<file path="src/rtl/pwm_peripheral_if.sv">
// Register-side bundle of the PWM block: enable/mode/duty in, pins out.
// master = register block / bench, slave = pwm_peripheral.
interface pwm_peripheral_if;
  logic [7:0]  en_reg_out_7_0;
  logic [7:0]  en_reg_out_15_8;
  logic [7:0]  en_reg_pwm_7_0;
  logic [7:0]  en_reg_pwm_15_8;
  logic [7:0]  pwm_duty_cycle;
  logic [15:0] out;
  logic        period_start;

  modport master (
    output en_reg_out_7_0,
    output en_reg_out_15_8,
    output en_reg_pwm_7_0,
    output en_reg_pwm_15_8,
    output pwm_duty_cycle,
    input  out,
    input  period_start
  );

  modport slave (
    input  en_reg_out_7_0,
    input  en_reg_out_15_8,
    input  en_reg_pwm_7_0,
    input  en_reg_pwm_15_8,
    input  pwm_duty_cycle,
    output out,
    output period_start
  );
endinterface

</file>
<file path="src/rtl/pwm_peripheral.sv">
// 16-pin output block driven low, high, or by one shared 8-bit PWM.
// Ports: clk, rst_n (async low), bus (slave): enables, duty in; out, period_start.
module pwm_peripheral #(
  parameter int CLK_DIV = 12
) (
  input  logic            clk,
  input  logic            rst_n,
  pwm_peripheral_if.slave bus
);

  logic [11:0] pre_q, pre_d;
  logic [7:0]  cnt_q, cnt_d;
  logic [7:0]  shadow_q, shadow_d;
  logic [15:0] out_q, out_d;
  logic        ps_q;

  logic        tick;
  logic        ps;
  logic [7:0]  duty_eff;
  logic        pwm_sig;
  logic [15:0] en_out;
  logic [15:0] en_pwm;

  assign en_out = {bus.en_reg_out_15_8, bus.en_reg_out_7_0};
  assign en_pwm = {bus.en_reg_pwm_15_8, bus.en_reg_pwm_7_0};

  assign tick = (pre_q == 12'(CLK_DIV - 1));
  assign ps   = (pre_q == '0) && (cnt_q == '0);

  // A new period uses the duty present in its first cycle.
  assign duty_eff = ps ? bus.pwm_duty_cycle : shadow_q;

  // 0xFF is special-cased so full duty has no one-step dip.
  assign pwm_sig = (duty_eff == 8'hFF) || (cnt_q < duty_eff);

  always_comb begin
    pre_d    = tick ? '0 : pre_q + 12'd1;
    cnt_d    = tick ? cnt_q + 8'd1 : cnt_q;
    shadow_d = ps ? bus.pwm_duty_cycle : shadow_q;
    // Enable wins over mode; PWM pins share one pwm_sig.
    out_d    = en_out & (~en_pwm | {16{pwm_sig}});
  end

  always_ff @(posedge clk or negedge rst_n) begin
    if (!rst_n) begin
      pre_q    <= '0;
      cnt_q    <= '0;
      shadow_q <= '0;
      out_q    <= '0;
      ps_q     <= 1'b0;
    end else begin
      pre_q    <= pre_d;
      cnt_q    <= cnt_d;
      shadow_q <= shadow_d;
      out_q    <= out_d;
      ps_q     <= ps;
    end
  end

  assign bus.out          = out_q;
  assign bus.period_start = ps_q;

endmodule
</file>
<file path="src/flat_wrapper.sv">
// flat-port wrapper written by rule: the top's interface ports become plain ports
module pwm_peripheral_flat 
#(
  parameter int CLK_DIV = 12
)
  (clk, rst_n, bus_en_reg_out_7_0, bus_en_reg_out_15_8, bus_en_reg_pwm_7_0, bus_en_reg_pwm_15_8, bus_pwm_duty_cycle, bus_out, bus_period_start);
  pwm_peripheral_if bus_i ();
  input  logic clk;
  input  logic rst_n;
  input wire logic [$bits(bus_i.en_reg_out_7_0)-1:0] bus_en_reg_out_7_0;
  input wire logic [$bits(bus_i.en_reg_out_15_8)-1:0] bus_en_reg_out_15_8;
  input wire logic [$bits(bus_i.en_reg_pwm_7_0)-1:0] bus_en_reg_pwm_7_0;
  input wire logic [$bits(bus_i.en_reg_pwm_15_8)-1:0] bus_en_reg_pwm_15_8;
  input wire logic [$bits(bus_i.pwm_duty_cycle)-1:0] bus_pwm_duty_cycle;
  output wire logic [$bits(bus_i.out)-1:0] bus_out;
  output wire logic [$bits(bus_i.period_start)-1:0] bus_period_start;
  assign bus_i.en_reg_out_7_0 = bus_en_reg_out_7_0;
  assign bus_i.en_reg_out_15_8 = bus_en_reg_out_15_8;
  assign bus_i.en_reg_pwm_7_0 = bus_en_reg_pwm_7_0;
  assign bus_i.en_reg_pwm_15_8 = bus_en_reg_pwm_15_8;
  assign bus_i.pwm_duty_cycle = bus_pwm_duty_cycle;
  assign bus_out = bus_i.out;
  assign bus_period_start = bus_i.period_start;
  pwm_peripheral #(.CLK_DIV(CLK_DIV)) u_core (.clk(clk), .rst_n(rst_n), .bus(bus_i));
endmodule
</file>
<file path="config.mk">
export PLATFORM = sky130hd
export DESIGN_NAME = pwm_peripheral_flat
export DESIGN_NICKNAME = d
export VERILOG_FILES = /design/src/rtl/pwm_peripheral_if.sv /design/src/rtl/pwm_peripheral.sv /design/src/flat_wrapper.sv
export SDC_FILE = /design/constraint.sdc
export NUM_CORES = 1
export LEC_CHECK = 0
export ABC_AREA = 1
export CAP_MARGIN = 0
export CORE_MARGIN = 10
export CORE_UTILIZATION = 52
export DETAILED_ROUTE_END_ITERATION = 6
export PLACE_DENSITY = 0.84
export SLEW_MARGIN = 10
export SYNTH_ARGS = -nofsm -noshare
export SYNTH_HDL_FRONTEND = slang
export SYNTH_SLANG_ARGS = --single-unit
</file>
<file path="constraint.sdc">
create_clock -name clk -period 5.1 [get_ports clk]
set_input_delay 1.02 -clock clk [delete_from_list [all_inputs] [get_ports clk]]
set_output_delay 1.02 -clock clk [all_outputs]
set_load 0.05 [all_outputs]
</file>
# After elaboration in Yosys (flattened, before gate mapping)
# Cells that the tools add are included.
[op_classes]
add_sub_neg = 2
order_cmp = 1
eq_ne = 2
muxes = 2
n_bitwise = 3
n_reduce_logical = 4
[ops]
columns = ["operator", "n"]
rows = [
  ["$and A16 B16 Y16", 1],
  ["$not A16 Y16", 1],
  ["$or A16 B16 Y16", 1],
  ["$add A12 B1 Y12 const B", 1],
  ["$eq A12 B4 Y1 const B", 1],
  ["$logic_not A12 Y1", 1],
  ["$mux W12", 1],
  ["$add A8 B1 Y8 const B", 1],
  ["$eq A8 B8 Y1 const B", 1],
  ["$logic_not A8 Y1", 1],
  ["$lt A8 B8 Y1", 1],
  ["$mux W8", 1],
  ["$logic_and A1 B1 Y1", 1],
  ["$logic_or A1 B1 Y1", 1],
]
[word_totals]
reg_bits = 45
inputBits = 42
output_inout_bits = 17
wordCells = 19

# Logic depth before layout (Yosys ltp)
# Gate-level depths: netlist (run 1).
[depth]
depth_word = 7
depth_mapped = 20

# Least setup slack after synthesis (run 1)
# Ideal clock, no wire load.
[synth_timing]
path_kind = "flip-flop to flip-flop"
from = "register u_core.cnt_q[0]"
to = "register u_core.out_q[10], in the netlist u_core.bus.out[10]"
setup_time_ps = 62
arrival_time_ps = 2315
required_time_ps = 5038
setup_slack_ps = 2723
path_stages_with_launch = 20
synth_period_minus_slack_ps = 2377
cell_sequence = "dfrtp_1 inv_1 ha_1 inv_1 nor2_4 nand3_2 nor2_4 nand2_4 nor2_1 nor2_4 inv_1 ha_1 a21oi_1 nor2_1 a211oi_1 nand2_2 buf_6 nand3_2 nand2_1 inv_1"
[synth_between]
elab_chain_cells = 7
elab_cells_between_ends = 8
cone_classes = "1 x order compare; 1 x eq/ne; 1 x mux; 2 x bitwise; 3 x reduce/logical"
[synth_lines]
columns = ["item", "line", "rtl"]
rows = [
  ["from (decl)", "pwm_peripheral.sv:12", "logic [7:0] cnt_q, cnt_d;"],
  ["from (signal assigned)", "pwm_peripheral.sv:53", "cnt_q <= cnt_d;"],
  ["$logic_not A8 Y1 (*)", "pwm_peripheral.sv:28", "assign ps = (pre_q == '0) && (cnt_q == '0);"],
  ["$logic_and A1 B1 Y1 (*)", "pwm_peripheral.sv:28", ""],
  ["$mux W8 (*)", "pwm_peripheral.sv:31", "assign duty_eff = ps ? bus.pwm_duty_cycle : shadow_q;"],
  ["net u_core.duty_eff[5]", "pwm_peripheral.sv:19", "logic [7:0] duty_eff;"],
  ["$lt A8 B8 Y1 or $eq A8 B8 Y1 (tied branches)", "pwm_peripheral.sv:34", "assign pwm_sig = (duty_eff == 8'hFF) || (cnt_q < duty_eff);"],
  ["$logic_or A1 B1 Y1 (*)", "pwm_peripheral.sv:34", ""],
  ["$or A16 B16 Y16 (*)", "pwm_peripheral.sv:41", "out_d = en_out & (~en_pwm | {16{pwm_sig}});"],
  ["$and A16 B16 Y16 (*)", "pwm_peripheral.sv:41", ""],
  ["net u_core.out_d[10]", "pwm_peripheral.sv:14", "logic [15:0] out_q, out_d;"],
  ["to (signal assigned)", "pwm_peripheral.sv:55", "out_q <= out_d;"],
  ["to (decl)", "pwm_peripheral.sv:14", ""],
]
# Mark *: on every way through the listed nets, which the timed path passes. The rest lies on a longest branch.
# A chain may end at the register's enable or synchronous reset.

# Final worst setup path (run 1)
[layout_timing]
from = "input bus_pwm_duty_cycle[5]"
to = "register u_core.out_q[2], in the netlist u_core.bus.out[2]"
[layout_between]
elab_chain_cells = 5
elab_cells_between_ends = 6
cone_classes = "1 x order compare; 1 x eq/ne; 1 x mux; 2 x bitwise; 1 x reduce/logical"
[layout_lines]
columns = ["item", "line", "rtl"]
rows = [
  ["from (decl)", "flat_wrapper.sv:14", "input wire logic [$bits(bus_i.pwm_duty_cycle)-1:0] bus_pwm_duty_cycle;"],
  ["$mux W8 (*)", "pwm_peripheral.sv:31", ""],
  ["net u_core.duty_eff[5]", "pwm_peripheral.sv:19", ""],
  ["$lt A8 B8 Y1 or $eq A8 B8 Y1 (tied branches)", "pwm_peripheral.sv:34", ""],
  ["$logic_or A1 B1 Y1 (*)", "pwm_peripheral.sv:34", ""],
  ["$or A16 B16 Y16 (*)", "pwm_peripheral.sv:41", ""],
  ["$and A16 B16 Y16 (*)", "pwm_peripheral.sv:41", ""],
  ["net u_core.out_d[2]", "pwm_peripheral.sv:14", ""],
]
# Marks and branches as above.

==> results of run 1 <==
==> synthesized netlist by cell type <==
library cell,instances,area (um^2)
inv_1,51,191
dfrtp_1,45,1130
nand2_1,45,169
nor2_1,17,63.8
nand3_1,14,70.1
xor2_1,12,105
nand3_2,11,110
ha_1,10,125
nor2_2,6,37.5
nor3_1,5,25.0
nand2_2,4,25.0
nand4_1,4,25.0
a21oi_1,3,15.0
nor2_4,3,33.8
xnor2_1,3,26.3
buf_6,2,22.5
nor3b_1,2,15.0
o21ai_2,2,17.5
a211oi_1,1,7.51
buf_12,1,20.0
clkinv_4,1,8.76
inv_2,1,3.75
nand2_4,1,11.3
nor4_1,1,6.26
o21ai_0,1,5.00
o21ai_1,1,5.00
o21bai_1,1,7.51
or2_1,1,6.26
==> layer usage <==
metal | part of all wire | GRT usage
met1 | 0.42 | 0.151
met5 | 0 | 0
met3 | 0.057 | 0.0403
met2 | 0.51 | 0.229
met4 | 0.011 | 0.0442
==> cell usage in the layout (no fill, tap or decap), drive strengths merged, types with 5 or more instances in the layout <==
master / n
nor3: 5
inv: 52
dfrtp: 45
nand2: 50
xor2: 12
ha: 10
nand3: 25
clkbuf: 6
nor2: 26
clkdlybuf4s50: 57
==> power groups by stage <==
| stage | clock network [mW] | logic, mW | registers [mW] |
|---|---|---|---|
| floorplan | 0 | 0.0170 | 0.401 |
| global placement | 0 | 0.0973 | 0.376 |
| detailed placement | 0 | 0.0993 | 0.376 |
| CTS | 0.217 | 0.0996 | 0.369 |
| global route | 0.230 | 0.106 | 0.370 |
| finish | 0.208 | 0.0981 | 0.369 |
==> through the flow <==
| stage | instance area [um^2] | std cells |
|---|---|---|
| final | 2970 | 364 |
| after global placement | 2880 | 356 |
| after CTS | 2970 | 364 |
| after detailed placement | 2880 | 356 |
| after global routing | 2970 | 364 |
| after floorplan | 2280 | 249 |
==> layout make-up <==
type                    count  area share
well taps                  52      0.0219
flip-flops and latches     45       0.380
repair buffers             58       0.194
multi-input cells         148       0.308
clock buffers               6      0.0245
clock inverters             2     0.00338
inverters                  53      0.0688
==> kinds of logic (layout without fill, tap and decap cells) <==
family	count (synthesis)	count (layout)
adders and majority gates	10	10
buffers and inverters	56	119
and+or+nand+nor	114	114
DFF	45	45
xor gates and xnor gates	15	15
AOI/OAI and AO/OA	9	9
==> final timing paths <==
path	startpoint	endpoint
max reg2reg	u_core.cnt_q[0]	u_core.bus.out[2]
max in group asynchronous	rst_n	u_core.bus.out[15]
min reg2reg	u_core.pre_q[0]	u_core.pre_q[0]
min	u_core.pre_q[0]	u_core.pre_q[0]
max	bus_pwm_duty_cycle[5]	u_core.bus.out[2]
min in group asynchronous	rst_n	u_core.shadow_q[2]
==> critical path: stages <==
cell,delay [ns]
clkdlybuf4s50_1,0.45
nor2_1,0.06
nor2_4,0.13
inv_1,0.05
ha_1,0.28
a21oi_1,0.14
nor2_1,0.05
a211oi_1,0.21
nand2_2,0.30
nand3_1,0.18
nand2_1,0.07
inv_1,0.05
==> flip-flops by register name, summed over array words and instances (netlist names) <==
| register | count |
|---|---|
| u_core.bus.out | 16 |
| u_core.pre_q | 12 |
| u_core.cnt_q | 8 |
| u_core.shadow_q | 8 |
| u_core.bus.period_start | 1 |
==> results by group, run 1 <==
Yosys
  – Synth Net Count: 301
  – Mapped Area: 2280 um^2
  – Seq/Total Area, Yosys: 0.493
  – Post-synthesis compound-gate area fraction: 0.0252
  – Syn avg cell area: 9.18 um^2
  – Netlist cell types: 28
  – Mux contribution to synthesized area: 0
  – Largest family of logic cells by synthesized area: simple AND/OR/NAND/NOR gates
  – Yosys warns: 0
  – Synth Area in Simple Gates: 0.262
  – Post-Synth XOR/XNOR Area: 0.0575
  – Syn Inst Count: 249
  – Post-Synth Adder-Cell Area: 0.0548
  – Seq cells post-synth: 45

Routing
  – Via density: 4.68
  – DRT antenna net count: 0
  – Routed length per instance: 13.0 um
  – Vias: 1705
  – 1st-pass router iterations: 4
  – Starting DRT DRC Count: 81
  – Routed WL: 4.73 mm
  – DR DRC count: 0

Floorplan
  – Top-Level Pins: 59
  – Row cnt: 24
  – Chip width: 86.3 um
  – Die Area: 7450 um^2
  – Die height: 86.3 um
  – Core area: 4290 um^2
  – Starting Density: 0.532

STA
  – Endpoints failing setup: 0
  – RSZ-0062 raised after global routing: no
  – Final hold violations: 0
  – Slew headroom: 0.343
  – Final WS setup: 2.32 ns
  – Max Freq: 360 MHz
  – Fin Clk Skew: 0.00421 ns
  – Slew Limit Fails: 0
  – Final worst path period share: 0.545
  – Actual slew at the worst max-slew pin: 0.985 ns
  – Crit path time final: 2.78 ns
  – Final hold slack: 0.463 ns
  – Setup TNS: 0 ns

Hold path
  – Hold WC Path Type: flop to flop
  – Hold Crit Depth: 1

Global routing
  – Antenna violations before repair: 0
  – GRT overflow: 0
  – Pin count of the biggest net entering global routing: 46
  – Vias in the first global route: 1764
  – Global-route wire length before repair: 8.00 mm
  – Global-route usage over all layers: 0.132

Clock network
  – Worst-Skew Late Latency: 0.29 ns
  – Clk buf depth: 2
  – PostCTS Resize Cnt: 0
  – Htree depth: 2
  – Worst-path clk slew: 0.08 ns
  – Hold_buf cts: 0
  – TritonCTS clock tree: done
  – Post-CTS setup buffer count: 0
  – Num CTS Buffers: 5
  – TritonCTS Sinks: 45
  – Root Driver: clkbuf_8

Power
  – VDD IR max: 0.143 mV
  – Seq pwr share: 0.547
  – LEAKAGE: 1.48 nW
  – Sw Pwr: 0.168 mW
  – PD cells: 228 nW/um^2
  – Comb power frac: 0.145
  – Switching share of power: 0.249
  – Internal: 0.507 mW
  – Total Power: 0.675 mW
  – Share of total power in the clock network: 0.308

Placement
  – GP Congestion: 0.785
  – Post-DP HPWL: 3.76 mm
  – Port bufs: 58
  – Pre-CTS setup slack: 2.02 ns

Cells and area
  – Nets: 363
  – Number of filler cells placed in the layout: 352
  – Seq. cell area: 1130 um^2
  – Share of layout cells above drive strength 1: 0.119
  – Layout area overhead: 29.8%
  – Multi-input combinational cell area: 912 um^2
  – N_diodes: 0
  – Core Util, Final: 0.691

Worst setup path
  – Crit-path max FO: 16
  – Arrival time of the worst setup path: 3.02 ns
  – Setup CP Type: primary input to flop
  – Crit end category: flop
  – Reg2reg setup slack: 2.36 ns
  – Crit path required time: 5.34 ns
  – Reg2reg path depth: 19
  – Startpoint Class: primary input

Outcome
  – Outcome: finished clean

Job
  – Max-Cap Viols: 0
Power figures use the tool's default switching activity.
==> run 2: changes to the inputs <==
CORE_UTILIZATION = 44   (was 52)
PLACE_DENSITY = 0.76   (was 0.84)
clock period = 2.45 ns   (was 5.1 ns; I/O delays follow)
==> run 2 against run 1 <==
Effect of this change: the flow now finishes with violations (negative setup slack); register-to-register slack worse by 2.4 ns; combinational power is 130% higher; die area grew 14%; global-route usage down 1.1 points; cell area grew 10%; power up 110%; cell count rose by 9.1%; sequential share of layout area is 3.5 points lower; worst hold slack got worse by 0.20 ns; sequential power is 110% higher; clock power increased by 120%; wire length is 13% higher; critical path type is now flop to flop; critical endpoint is now u_core.bus.out[7]; largest power group unchanged.
==> results by group, run 2 (same netlist as run 1, synthesis figures left out) <==
Floorplan
  – Starting Density: 0.450 (-0.0819)
  – Row cnt: 26 (+8.3%)
  – Core area: 5070 um^2 (+18%)
  – Die Area: 8480 um^2 (+14%)
  – Chip width: 92.1 um (+6.7%)
  – Die height: 92.1 um (+6.7%)
  – Top-Level Pins: 59 (unchanged)

Routing
  – DR DRC count: 0 (unchanged)
  – Routed length per instance: 13.5 um (+3.6%)
  – Vias: 1801 (+5.6%)
  – Via density: 4.54 (-3.1%)
  – 1st-pass router iterations: 4 (unchanged)
  – DRT antenna net count: 0 (unchanged)
  – Routed WL: 5.34 mm (+13%)
  – Starting DRT DRC Count: 58 (-28%)

Placement
  – Post-DP HPWL: 3.88 mm (+3.2%)
  – Pre-CTS setup slack: -0.0681 ns (-2.09 ns)
  – Post-DP Area: 2990 um^2 (+3.6%)
  – Port bufs: 58 (unchanged)
  – GP Congestion: 0.763 (-2.8%)

Power
  – PD cells: 443 nW/um^2 (+95%)
  – Share of total power in the clock network: 0.316 (+0.008)
  – Internal: 1.09 mW (+120%)
  – Total Power: 1.45 mW (+110%)
  – Seq pwr share: 0.531 (-0.016)
  – LEAKAGE: 1.59 nW (+7.0%)
  – Comb power frac: 0.153 (+0.008)
  – Switching share of power: 0.246 (-0.00246)
  – VDD IR max: 0.285 mV (+99%)
  – Sw Pwr: 0.357 mW (+110%)

Worst setup path
  – R2r endpoint: u_core.bus.out[7]
  – Critical path, cell by cell: inv_2 > ha_4 > inv_2 > nor2_4 > nand3_4 > nor2_4 > nand2_4 > clkinv_4 > nor2_4 > nor2_4 > inv_2 > ha_4 > a21oi_2 > nor2_2 > a211oi_2 > nand2_4 > clkbuf_16 > nand3_2 > nand2_1 > inv_1
  – CP dominant cell by count: nor2_4
  – Startpoint Class: flop
  – Crit-path max FO: 8 (-8)
  – Crit end category: flop
  – Worst path slowest cell: dfrtp_1
  – Reg2reg path depth: 20 (+1)
  – Crit path required time: 2.68 ns (-2.66 ns)
  – Critical Path Source: u_core.cnt_q[0]
  – Worst path max stage delay: 0.40 ns (-0.05 ns)
  – Worst R2R Start: u_core.cnt_q[0]
  – Reg2reg setup slack: -0.05 ns (-2.41 ns)
  – Setup CP Type: flop to flop
  – Arrival time of the worst setup path: 2.73 ns (-0.29 ns)

STA
  – Slew Limit Fails: 0 (unchanged)
  – Crit path time final: 2.50 ns
  – Slew headroom: 0.625 (+0.281)
  – Endpoints failing setup: 7 (+7)
  – Final worst path period share: 1.02
  – Final hold violations: 0 (unchanged)
  – RSZ-0062 raised after global routing: yes
  – Max Freq: 400 MHz
  – Fin Clk Skew: 0.00787 ns (+0.00366 ns)
  – Final WS setup: -0.0505 ns (-2.37 ns)
  – Actual slew at the worst max-slew pin: 0.563 ns (-0.422 ns)

Clock network
  – TritonCTS Sinks: 45 (unchanged)
  – Num CTS Buffers: 5 (unchanged)
  – Root Driver: clkbuf_8
  – TritonCTS clock tree: done
  – Worst-path clk slew: 0.08 ns (about the same)
  – Worst-Skew Late Latency: 0.29 ns (about the same)
  – Clk buf depth: 2 (unchanged)
  – Htree depth: 2 (unchanged)
  – Hold_buf cts: 0 (unchanged)

Global routing
  – Global-route usage over all layers: 0.121 (-0.0110)
  – GRT overflow: 0 (unchanged)
  – Vias in the first global route: 1777 (+0.74%)
  – Global-route wire length before repair: 8.50 mm (+6.2%)
  – Pin count of the biggest net entering global routing: 46 (unchanged)
  – Antenna violations before repair: 0 (unchanged)

Outcome
  – Failing checks: negative setup slack
  – Outcome: finished, violations left

Cells and area
  – Layout area overhead: 43.1%
  – Core Util, Final: 0.644 (-0.0463)
  – Number of filler cells placed in the layout: 425 (+21%)
  – Most common cell after layout, fill and taps aside: clkdlybuf4s50_1
  – N_diodes: 0 (unchanged)
  – Fin area: 3270 um^2 (+10%)
  – Multi-input combinational cell area: 1040 um^2 (+14%)
  – Seq. cell area: 1130 um^2 (unchanged)
  – Share of layout cells above drive strength 1: 0.235 (+0.117)
  – Nets: 379 (+4.4%)
  – Max FFs per register: 16 (unchanged)
  – Commonest cells after routing, fill and taps aside: clkdlybuf4s50_1, inv_1, dfrtp_1

Job
  – Max-Cap Viols: 0 (unchanged)

Hold path
  – Hold WC Path Type: primary input to async pin
## run 2: power by group through the flow
stage	combinational (mW)	clock (mW)	sequential, mW
after global placement	0.207	0	0.782
after detailed placement	0.209	0	0.783
after CTS	0.210	0.470	0.768
final	0.222	0.458	0.768
after floorplan	0.0354	0	0.835
after global routing	0.238	0.506	0.770
## run 2: cell type report
type,instances,share of cell area
multi-input combinational,148,0.318
inverter,53,0.0624
clock buffer,7,0.0264
timing repair buffer,74,0.222
sequential,45,0.344
tap,70,0.0268
## run 2: how the worst max path moves through the flow
stage,cells after the start,end
floorplan,19,u_core.bus.out[10]
global placement,19,u_core.bus.out[1]
detailed placement,19,u_core.bus.out[2]
CTS,20,u_core.bus.out[2]
global route,20,u_core.bus.out[7]
finish,20,u_core.bus.out[7]
## run 2: critical path: cells and delay by family (launching register included)
kind | cells | cell delay (ns)
compound gates | 2 | 0.36
fa+ha+maj | 2 | 0.35
buf+inv | 6 | 0.51
flops | 1 | 0.40
simple gates | 10 | 0.82
## run 2: per-layer routing
metal / part of all wire / global-route usage / wire length (um)
met2: 0.52 / 0.206 / 2800
met1: 0.43 / 0.144 / 2270
met3: 0.039 / 0.0367 / 210
met4: 0.011 / 0.0347 / 57
met5: 0 / 0 / 0
## run 2: per-stage QoR
| step | hold WS [ns] | setup TNS (ns) | cells |
|---|---|---|---|
| after global routing | 0.305 | -2.32 | 397 |
| after CTS | 0.292 | 0 | 390 |
| after global placement | 0.479 | 0 | 383 |
| after floorplan | 0.194 | 0 | 249 |
| final | 0.260 | -0.107 | 397 |
| after detailed placement | 0.483 | -0.842 | 383 |
## run 2: repair_timing
action                                  4_1_cts  5_1_grt
buffers inserted                              0        6
endpoints found under the hold margin         0        0
gates cloned                                  0        1
gates resized for setup                       4       29
endpoints found under the setup margin       16       16
pin swaps                                     1        6
